===== src/rtl/display_scan_ctrl.sv =====
// Two-digit 7-segment scan controller: digit_sel, seg and refresh_tick all change on the prescaler wrap edge.
// A value strobe shows up at the next units-digit start, so a tens/units pair always comes from one value.
module display_scan_ctrl #(
  parameter int CLK_HZ     = 100000000,
  parameter int REFRESH_HZ = 10000,
  parameter bit BLANK_LZ   = 1'b1
) (
  input  logic       clk,
  input  logic       reset_n,
  input  logic [3:0] value_bin,
  input  logic       value_valid,
  output logic       digit_sel,
  output logic [6:0] seg,
  output logic       refresh_tick
);

  localparam int DIV = CLK_HZ / REFRESH_HZ;
  localparam int PW  = (DIV > 2) ? $clog2(DIV) : 1;
  localparam logic [PW-1:0] TERM = PW'(DIV - 1);
  localparam logic [6:0] SEG_BLANK = 7'b1111111;

  logic [PW-1:0] prescaler;
  logic [3:0]    pending;
  logic [3:0]    shadow;
  logic [3:0]    shadow_nxt;
  logic [6:0]    seg_nxt;
  logic          wrap;
  logic          units_start;

  function automatic logic [6:0] seg_of(input logic [3:0] d);
    logic [6:0] s;
    case (d)
      4'd0:    s = 7'b1000000;
      4'd1:    s = 7'b1111001;
      4'd2:    s = 7'b0100100;
      4'd3:    s = 7'b0110000;
      4'd4:    s = 7'b0011001;
      4'd5:    s = 7'b0010010;
      4'd6:    s = 7'b0000010;
      4'd7:    s = 7'b1111000;
      4'd8:    s = 7'b0000000;
      4'd9:    s = 7'b0010000;
      default: s = SEG_BLANK;
    endcase
    return s;
  endfunction

  assign wrap        = (prescaler == TERM);
  assign units_start = wrap && digit_sel;

  // A strobe landing on the units-start edge bypasses pending so it is not delayed a full scan.
  always_comb begin
    shadow_nxt = shadow;
    if (units_start) begin
      shadow_nxt = value_valid ? value_bin : pending;
    end
  end

  // seg is computed for the digit that digit_sel is about to become.
  always_comb begin
    seg_nxt = SEG_BLANK;
    if (!digit_sel) begin
      if (shadow_nxt >= 4'd10) begin
        seg_nxt = seg_of(4'd1);
      end else if (!BLANK_LZ) begin
        seg_nxt = seg_of(4'd0);
      end
    end else begin
      seg_nxt = seg_of((shadow_nxt >= 4'd10) ? (shadow_nxt - 4'd10) : shadow_nxt);
    end
  end

  always_ff @(posedge clk or negedge reset_n) begin
    if (!reset_n) begin
      prescaler    <= '0;
      digit_sel    <= 1'b0;
      refresh_tick <= 1'b0;
      pending      <= 4'd0;
      shadow       <= 4'd0;
      seg          <= 7'b1000000;
    end else begin
      prescaler    <= wrap ? '0 : prescaler + PW'(1);
      refresh_tick <= wrap;
      shadow       <= shadow_nxt;
      if (value_valid) begin
        pending <= value_bin;
      end
      if (wrap) begin
        digit_sel <= ~digit_sel;
        seg       <= seg_nxt;
      end
    end
  end

endmodule

===== config.mk =====
export PLATFORM = sky130hd
export DESIGN_NAME = display_scan_ctrl
export DESIGN_NICKNAME = d
export VERILOG_FILES = /design/src/rtl/display_scan_ctrl.sv
export SDC_FILE = /design/constraint.sdc
export NUM_CORES = 1
export LEC_CHECK = 0
export ABC_AREA = 1
export BUFFER_PORTS_ARGS = -buffer_cell sky130_fd_sc_hd__buf_2
export CORE_MARGIN = 4
export CORE_UTILIZATION = 51
export CTS_BUF_LIST = sky130_fd_sc_hd__clkbuf_8
export DETAILED_ROUTE_END_ITERATION = 16
export PLACE_DENSITY = 0.81
export SYNTH_ARGS = -nofsm -noshare
export SYNTH_HDL_FRONTEND = slang
export SYNTH_SLANG_ARGS = --single-unit

===== constraint.sdc =====
create_clock -name clk -period 3.5 [get_ports clk]
set_input_delay 0.35 -clock clk [delete_from_list [all_inputs] [get_ports clk]]
set_output_delay 0.35 -clock clk [all_outputs]
set_load 0.005 [all_outputs]

==> flow_summary_export.csv, run 1 <==
group,metric,value,unit
status,outcome,"finished clean",
cts,postCtsSetupRepairBufs,0,
timing,fin_crit,2570,ps
placed_design,gp_congestion,0.797,
synth,async_flop_share,1.00,
worst_setup_path,path_common_cell,"nand2_1",
worst_setup_path,crit_type,"reg -> reg",
detailed_routing,num_vias,1431,
timing,fmax,0.389,GHz
detailed_routing,via_per_inst,4.87,
worst_setup_path,path_cells,"ha_1, nand3_4, nor2_8, nand3_4, o21ai_0, inv_1, ha_1, nor2_1, nand2_1, nand2_1, nand2_1, a21oi_1",
timing,post-route-period-util,0.734,
synth,ys_top_cells_by_count,"46 x nand2_1, 35 x inv_1, 31 x nor2_1",
placed_design,dp.cells,286,
cts,ctsResizeCount,0,
cells_and_area,drive_gt1_frac,0.218,
die,die-area,4580,um^2
timing,fin_skew,5.24,ps
detailed_routing,top_layer_used,"met4",
grt,grt_max_degree,32,
worst_setup_path,critPathBufInv,1,
grt,grt_pass1_vias,1384,
worst_setup_path,cp.required,3700,ps
timing,max_slew_margin,0.453,
power,p_per_area,319,nW/um^2
worst_setup_path,slowest_delay,470,ps
cells_and_area,areaGrowthSynthToFinish,10.8,%
cells_and_area,num-fill-cells,304,
worst_setup_path,r2r-start,"prescaler[0]$_DFF_PN0_",
detailed_routing,routed_wl,3250,um
synth,yosysSeqAreaShare,0.428,
cts,htree_levels,2,
synth,synth_edf_count,0,
min_path,hold_path.class,"in -> async",
synth,synth_seq_cells,31,
grt,grt_pass1_wl,5860,um
synth,synth.most_common_cell,"nand2_1",
grt,grt_usage,0.171,
synth,synth_top_area_frac,0.414,
cts,holdBufCountCts,0,
power,power_leakage,1.11,nW
detailed_routing,route.met3.wl,115,um
cells_and_area,layout.nets,261,
worst_setup_path,r2r_slack,930,ps
worst_setup_path,worstPathArrival,2770,ps
synth,syn_inst,228,
grt,antenna_found_initial,0,
power,ir_worst_vdd,0.258,mV
cts,cts.root.buffer_cell,"clkbuf_8",
worst_setup_path,path_max_fanout,5,
detailed_routing,wl_met1,1520,um
synth,yosys_warnings,0,
placed_design,port_buffers,15,
cells_and_area,final_cells,294,
synth,syn_area_per_cell,7.96,um^2
synth,ys.flop_type,"dfrtp_1",
worst_setup_path,reg2reg_depth,12,
timing,whs,110,ps
cells_and_area,antenna_cells,0,
timing,worst_pin_slew,815,ps
die,io_pins,16,
worst_setup_path,slowest_stage,"o21ai_0",
die,die_h,67.7,um
detailed_routing,drt_iter0_markers,49,
detailed_routing,drc_errors,0,
die,die_w,67.7,um
grt,grt_overflow,0,
synth,synth.distinct_cells,35,
cts,cts_sinks,31,
timing,fin_tns_setup,0,ps
detailed_routing,met2_length,1560,um
cts,cts.path.max_buffers,2,
cts,cts_buffers,5,
timing,maxSlewViolCount,0,
job,drv_cap,0,
placed_design,dpl.hpwl,2490,um
detailed_routing,wire_per_inst,11.1,um
detailed_routing,ant_nets,0,
die,start_util,0.536,
synth,synth_nets,242,
timing,rsz0062_at_grt,"false",
cts,cts_tree,"done",
worst_setup_path,cp_top_family,"simple AND/OR/NAND/NOR gates",
synth,yosys.area.top_type,"dfrtp_1",
timing,setup_violations,0,
die,core,3390,um^2
worst_setup_path,setup.worst_path.end_class,"register",
power,power,0.642,mW
cts,clk_pin_slew,60,ps
detailed_routing,first_pass_iters,4,
synth,synth_area_leaders,"dfrtp_1 41%, nand2_1 9.5%, inv_1 7.2%, nor2_1 6.4%, ha_1 4.8%",
cts,clk_latency,280,ps
timing,hold_viol,0,
worst_setup_path,worstSetupStartpointType,"register",
die,rows,21,
worst_setup_path,rr_endpoint,"seg[1]$_DFFE_PN0N_",
synth,netlist_area,1820,um^2
-- how the worst max path moves through the flow --
stage / startpoint / endpoint / slack [ps] / depth (start not counted)
global placement: prescaler[0]$_DFF_PN0_ / seg[1]$_DFFE_PN0N_ / 1130 / 12
floorplan: prescaler[0]$_DFF_PN0_ / seg[1]$_DFFE_PN0N_ / 1280 / 12
CTS: prescaler[0]$_DFF_PN0_ / seg[1]$_DFFE_PN0N_ / 910 / 12
detailed placement: prescaler[0]$_DFF_PN0_ / seg[1]$_DFFE_PN0N_ / 900 / 12
global route: prescaler[0]$_DFF_PN0_ / seg[1]$_DFFE_PN0N_ / 670 / 12
finish: prescaler[0]$_DFF_PN0_ / seg[1]$_DFFE_PN0N_ / 930 / 12
-- where the power goes --
part	switching [mW]	total, mW	leakage [nW]	internal (mW)
clock network	0.126	0.259	0.0519	0.132
registers	0.00138	0.364	0.379	0.363
logic	0.0140	0.0194	0.684	0.00535
-- stage by stage --
step,cell area [um^2],worst slack [ps],utilization
2_1_floorplan,1820,1280,-
3_3_place_gp,1930,1130,0.570
3_5_place_dp,1930,904,0.570
4_1_cts,2010,907,0.594
5_1_grt,2010,671,0.594
6_report,2010,930,0.594
-- sequential cells by signal, indices dropped and copies added (netlist names) --
| name | count |
|---|---|
| prescaler | 14 |
| seg | 7 |
| pending | 4 |
| shadow | 4 |
| digit_sel | 1 |
| refresh_tick | 1 |
-- placed cells by master, fill, tap and decap left out, types with 2 or more instances in the layout --
master    instances
nand2_2          11
clkbuf_8          5
nand2_1          46
o21ai_1           2
inv_1            38
dfrtp_1          30
or2_2             5
nor2_1           31
ha_1              7
nand3_4           2
inv_2             3
a21oi_1           6
nor2_2            2
nand4_1           5
nor3_1            3
o21ai_0           9
xor2_1            2
nand3_1           8
nand2_4           4
buf_2            15
-- kinds of logic (layout without fill, tap and decap cells) --
logic type / Yosys count / after routing / synth area share
simple gates: 123 / 123 / 0.348
buf+inv: 42 / 62 / 0.0923
flops: 31 / 31 / 0.428
compound gates: 22 / 22 / 0.0689
fa+ha+maj: 7 / 7 / 0.0482
xor+xnor: 3 / 3 / 0.0145
-- final cells by class --
cell class,instances,area [um^2],area share
inverter,39,151,0.0752
multi-input combinational,155,871,0.433
clock inverter,3,11.3,0.00560
tap,46,57.6,0.0286
clock buffer,5,68.8,0.0342
sequential,31,777,0.386
timing repair buffer,15,75.1,0.0373
-- metal layers --
metal	GRT usage	vias to the layer above
li1	-	745
met1	0.208	664
met2	0.292	14
met3	0.0399	8
met4	0.0608	0
met5	0	-
-- worst register-to-register path, cell delays in order (launching register included) --
cell and delay, ps:
dfrtp_1 400, ha_1 260, nand3_4 150, nor2_8 170, nand3_4 110, o21ai_0 470
inv_1 170, ha_1 320, nor2_1 130, nand2_1 70, nand2_1 60, nand2_1 40
a21oi_1 140
Power figures use the tool's default switching activity.
==> run 2: changes to the inputs <==
--- a/config.mk
+++ b/config.mk
@@ -11,7 +11,7 @@
 export CORE_UTILIZATION = 51
 export CTS_BUF_LIST = sky130_fd_sc_hd__clkbuf_8
 export DETAILED_ROUTE_END_ITERATION = 16
-export PLACE_DENSITY = 0.81
+export PLACE_DENSITY = 0.84
 export SYNTH_ARGS = -nofsm -noshare
 export SYNTH_HDL_FRONTEND = slang
 export SYNTH_SLANG_ARGS = --single-unit
==> constraint.sdc (replaced) <==
create_clock -name clk -period 2.3 [get_ports clk]
set_input_delay 0.23 -clock clk [delete_from_list [all_inputs] [get_ports clk]]
set_output_delay 0.23 -clock clk [all_outputs]
set_load 0.005 [all_outputs]
==> flow_summary_export.csv, run 2 (same netlist as run 1, synthesis figures left out) <==
group,metric,value,unit
cells_and_area,layout.nets,273,
cts,cts.path.max_buffers,2,
cts,clk_pin_slew,60,ps
cells_and_area,num-fill-cells,248,
cts,clk_latency,280,ps
detailed_routing,drc_errors,0,
power,power_leakage,1.18,nW
timing,hold_viol,17,
power,switchingPower,0.215,mW
timing,fmax,0.446,GHz
grt,grt_pass1_vias,1373,
detailed_routing,via_per_inst,5.01,
grt,use_met3,0.0466,
die,core,3390,um^2
power,ir_worst_vdd,0.304,mV
timing,maxSlewViolCount,0,
placed_design,dpl.hpwl,2530,um
cts,cts_tree,"done",
cells_and_area,final_common_cell,"nand2_1",
status,outcome,"finished with violations",
detailed_routing,first_pass_iters,4,
cts,cts.root.buffer_cell,"clkbuf_8",
power,pwr-share-seq,0.567,
timing,fin_crit,2240,ps
cts,htree_levels,2,
timing,rsz0062_at_grt,"true",
worst_setup_path,worstSetupStartpointType,"register",
cells_and_area,largest_reg_flops,14,
grt,grt_use_met2,0.296,
die,die_w,67.7,um
grt,grt_pass1_wl,5800,um
cells_and_area,final_area,2200,um^2
detailed_routing,wire_per_inst,12.2,um
status,violations,"negative hold slack",
power,internal_power,0.763,mW
cts,holdBufCountCts,0,
placed_design,gp_congestion,0.840,
detailed_routing,num_vias,1532,
placed_design,port_buffers,15,
power,clkPwrFrac,0.402,
worst_setup_path,crit_type,"reg -> reg",
cells_and_area,areaGrowthSynthToFinish,21.3,%
cells_and_area,drive_gt1_frac,0.315,
timing,setup_violations,0,
placed_design,pre_cts_slack,-33.7,ps
cells_and_area,layout_common_cells,"44 x nand2_1, 35 x inv_1, 30 x dfrtp_1, 25 x nor2_1, 15 x buf_2",
grt,antenna_found_initial,0,
die,die_h,67.7,um
die,io_pins,16,
detailed_routing,routed_wl,3740,um
die,rows,21,
detailed_routing,drt_iter0_markers,150,
timing,max_slew_margin,0.544,
cells_and_area,largestRegisters,"prescaler: 14 flops, seg: 7 flops",
timing,worst_pin_slew,685,ps
detailed_routing,ant_nets,0,
timing,post-route-period-util,0.975,
placed_design,placed_area,1980,um^2
timing,fin_skew,7.43,ps
min_path,hold_path.class,"in -> async",
grt,grt_max_degree,32,
timing,fin_ws,57.2,ps
power,sw_frac_of_total,0.220,
cts,cts_sinks,31,
cells_and_area,regMostFlops,"prescaler",
grt,busiest_layer,"met2",
die,start_util,0.536,
cells_and_area,final_cells,306,
timing,whs,-20.9,ps
grt,grt_overflow,0,
worst_setup_path,path_max_fanout,8,
placed_design,dp.cells,292,
power,combPwrFrac,0.031,
grt,grt_usage,0.172,
die,die-area,4580,um^2
cts,cts_buffers,5,
job,drv_cap,0,
grt,use_met1,0.204,
worst_setup_path,worstPathArrival,2410,ps
worst_setup_path,setup.worst_path.end_class,"register",
cells_and_area,antenna_cells,0,
worst_setup_path,cp.required,2470,ps
power,p_per_area,444,nW/um^2
==> run 2: changes by cell type in the layout (fill, tap and decap cells not counted), sizes merged <==
cell    before  now
clkinv       1    2
inv         41   40
buf         15   27
==> run 2: final timing paths <==
kind | startpoint | to | slack [ps] | depth (start not counted)
hold reg to reg | seg[4]$_DFFE_PN0N_ | seg[4]$_DFFE_PN0N_ | 510 | 2
setup / recovery | prescaler[1]$_DFF_PN0_ | seg[0]$_DFFE_PN0N_ | 60 | 16
min in group clk | value_bin[2] | pending[2]$_DFF_PN0_ | 190 | 3
hold / removal | reset_n | prescaler[0]$_DFF_PN0_ | -20 | 1
max in group asynchronous | reset_n | pending[3]$_DFF_PN0_ | 1860 | 1
setup reg to reg | prescaler[1]$_DFF_PN0_ | seg[0]$_DFFE_PN0N_ | 60 | 16
==> run 2: per-layer routing <==
metal  wire length, um  share of wire
met5                 0              0
met4                47          0.013
met3               134          0.036
met2              1990           0.53
met1              1570           0.42
==> run 2: through the flow <==
step                      hold slack, ps  power, mW   util  TNS (ps)
after floorplan                    -65.6      0.577      -         0
after global placement               308      0.594  0.583         0
after detailed placement             312      0.594  0.583     -90.1
after CTS                           7.67      0.984  0.610         0
after global routing                30.0       1.02  0.650      -505
final                              -20.9      0.978  0.650         0
==> run 2: what timing repair did <==
action                     4_1_cts  5_1_grt
setup buffers                    0        6
gates resized for setup          3       21
pin swaps                        1       19
setup endpoints to repair        6        7
==> run 2: layout make-up <==
type                    count  area [um^2]  share of cell area
clock buffers               5         68.8              0.0313
clock inverters             3         12.5             0.00568
inverters                  39          154              0.0699
multi-input cells         155          967               0.439
flip-flops and latches     31          777               0.353
well taps                  46         57.6              0.0261
repair buffers             27          165              0.0750
==> run 2: worst max-delay path, cell delays in order (launching register included) <==
cell and delay [ps]:
dfrtp_1 410, ha_4 180, nand3_4 130, nor2_8 170
nand4_1 130, nand2_2 120, inv_2 60, ha_4 260
inv_2 30, nor2_4 80, inv_2 50, nand2_4 110
nand2_4 60, nand2_4 80, nand2_4 60, o21ai_1 130
inv_1 50
==> run 2: power by group through the flow <==
stage	Clock, mW	Combinational, mW	Sequential [mW]
2_1_floorplan	0	0.0132	0.563
3_3_place_gp	0	0.0303	0.564
3_5_place_dp	0	0.0304	0.564
4_1_cts	0.399	0.0305	0.554
5_1_grt	0.430	0.0363	0.554
6_report	0.393	0.0305	0.554
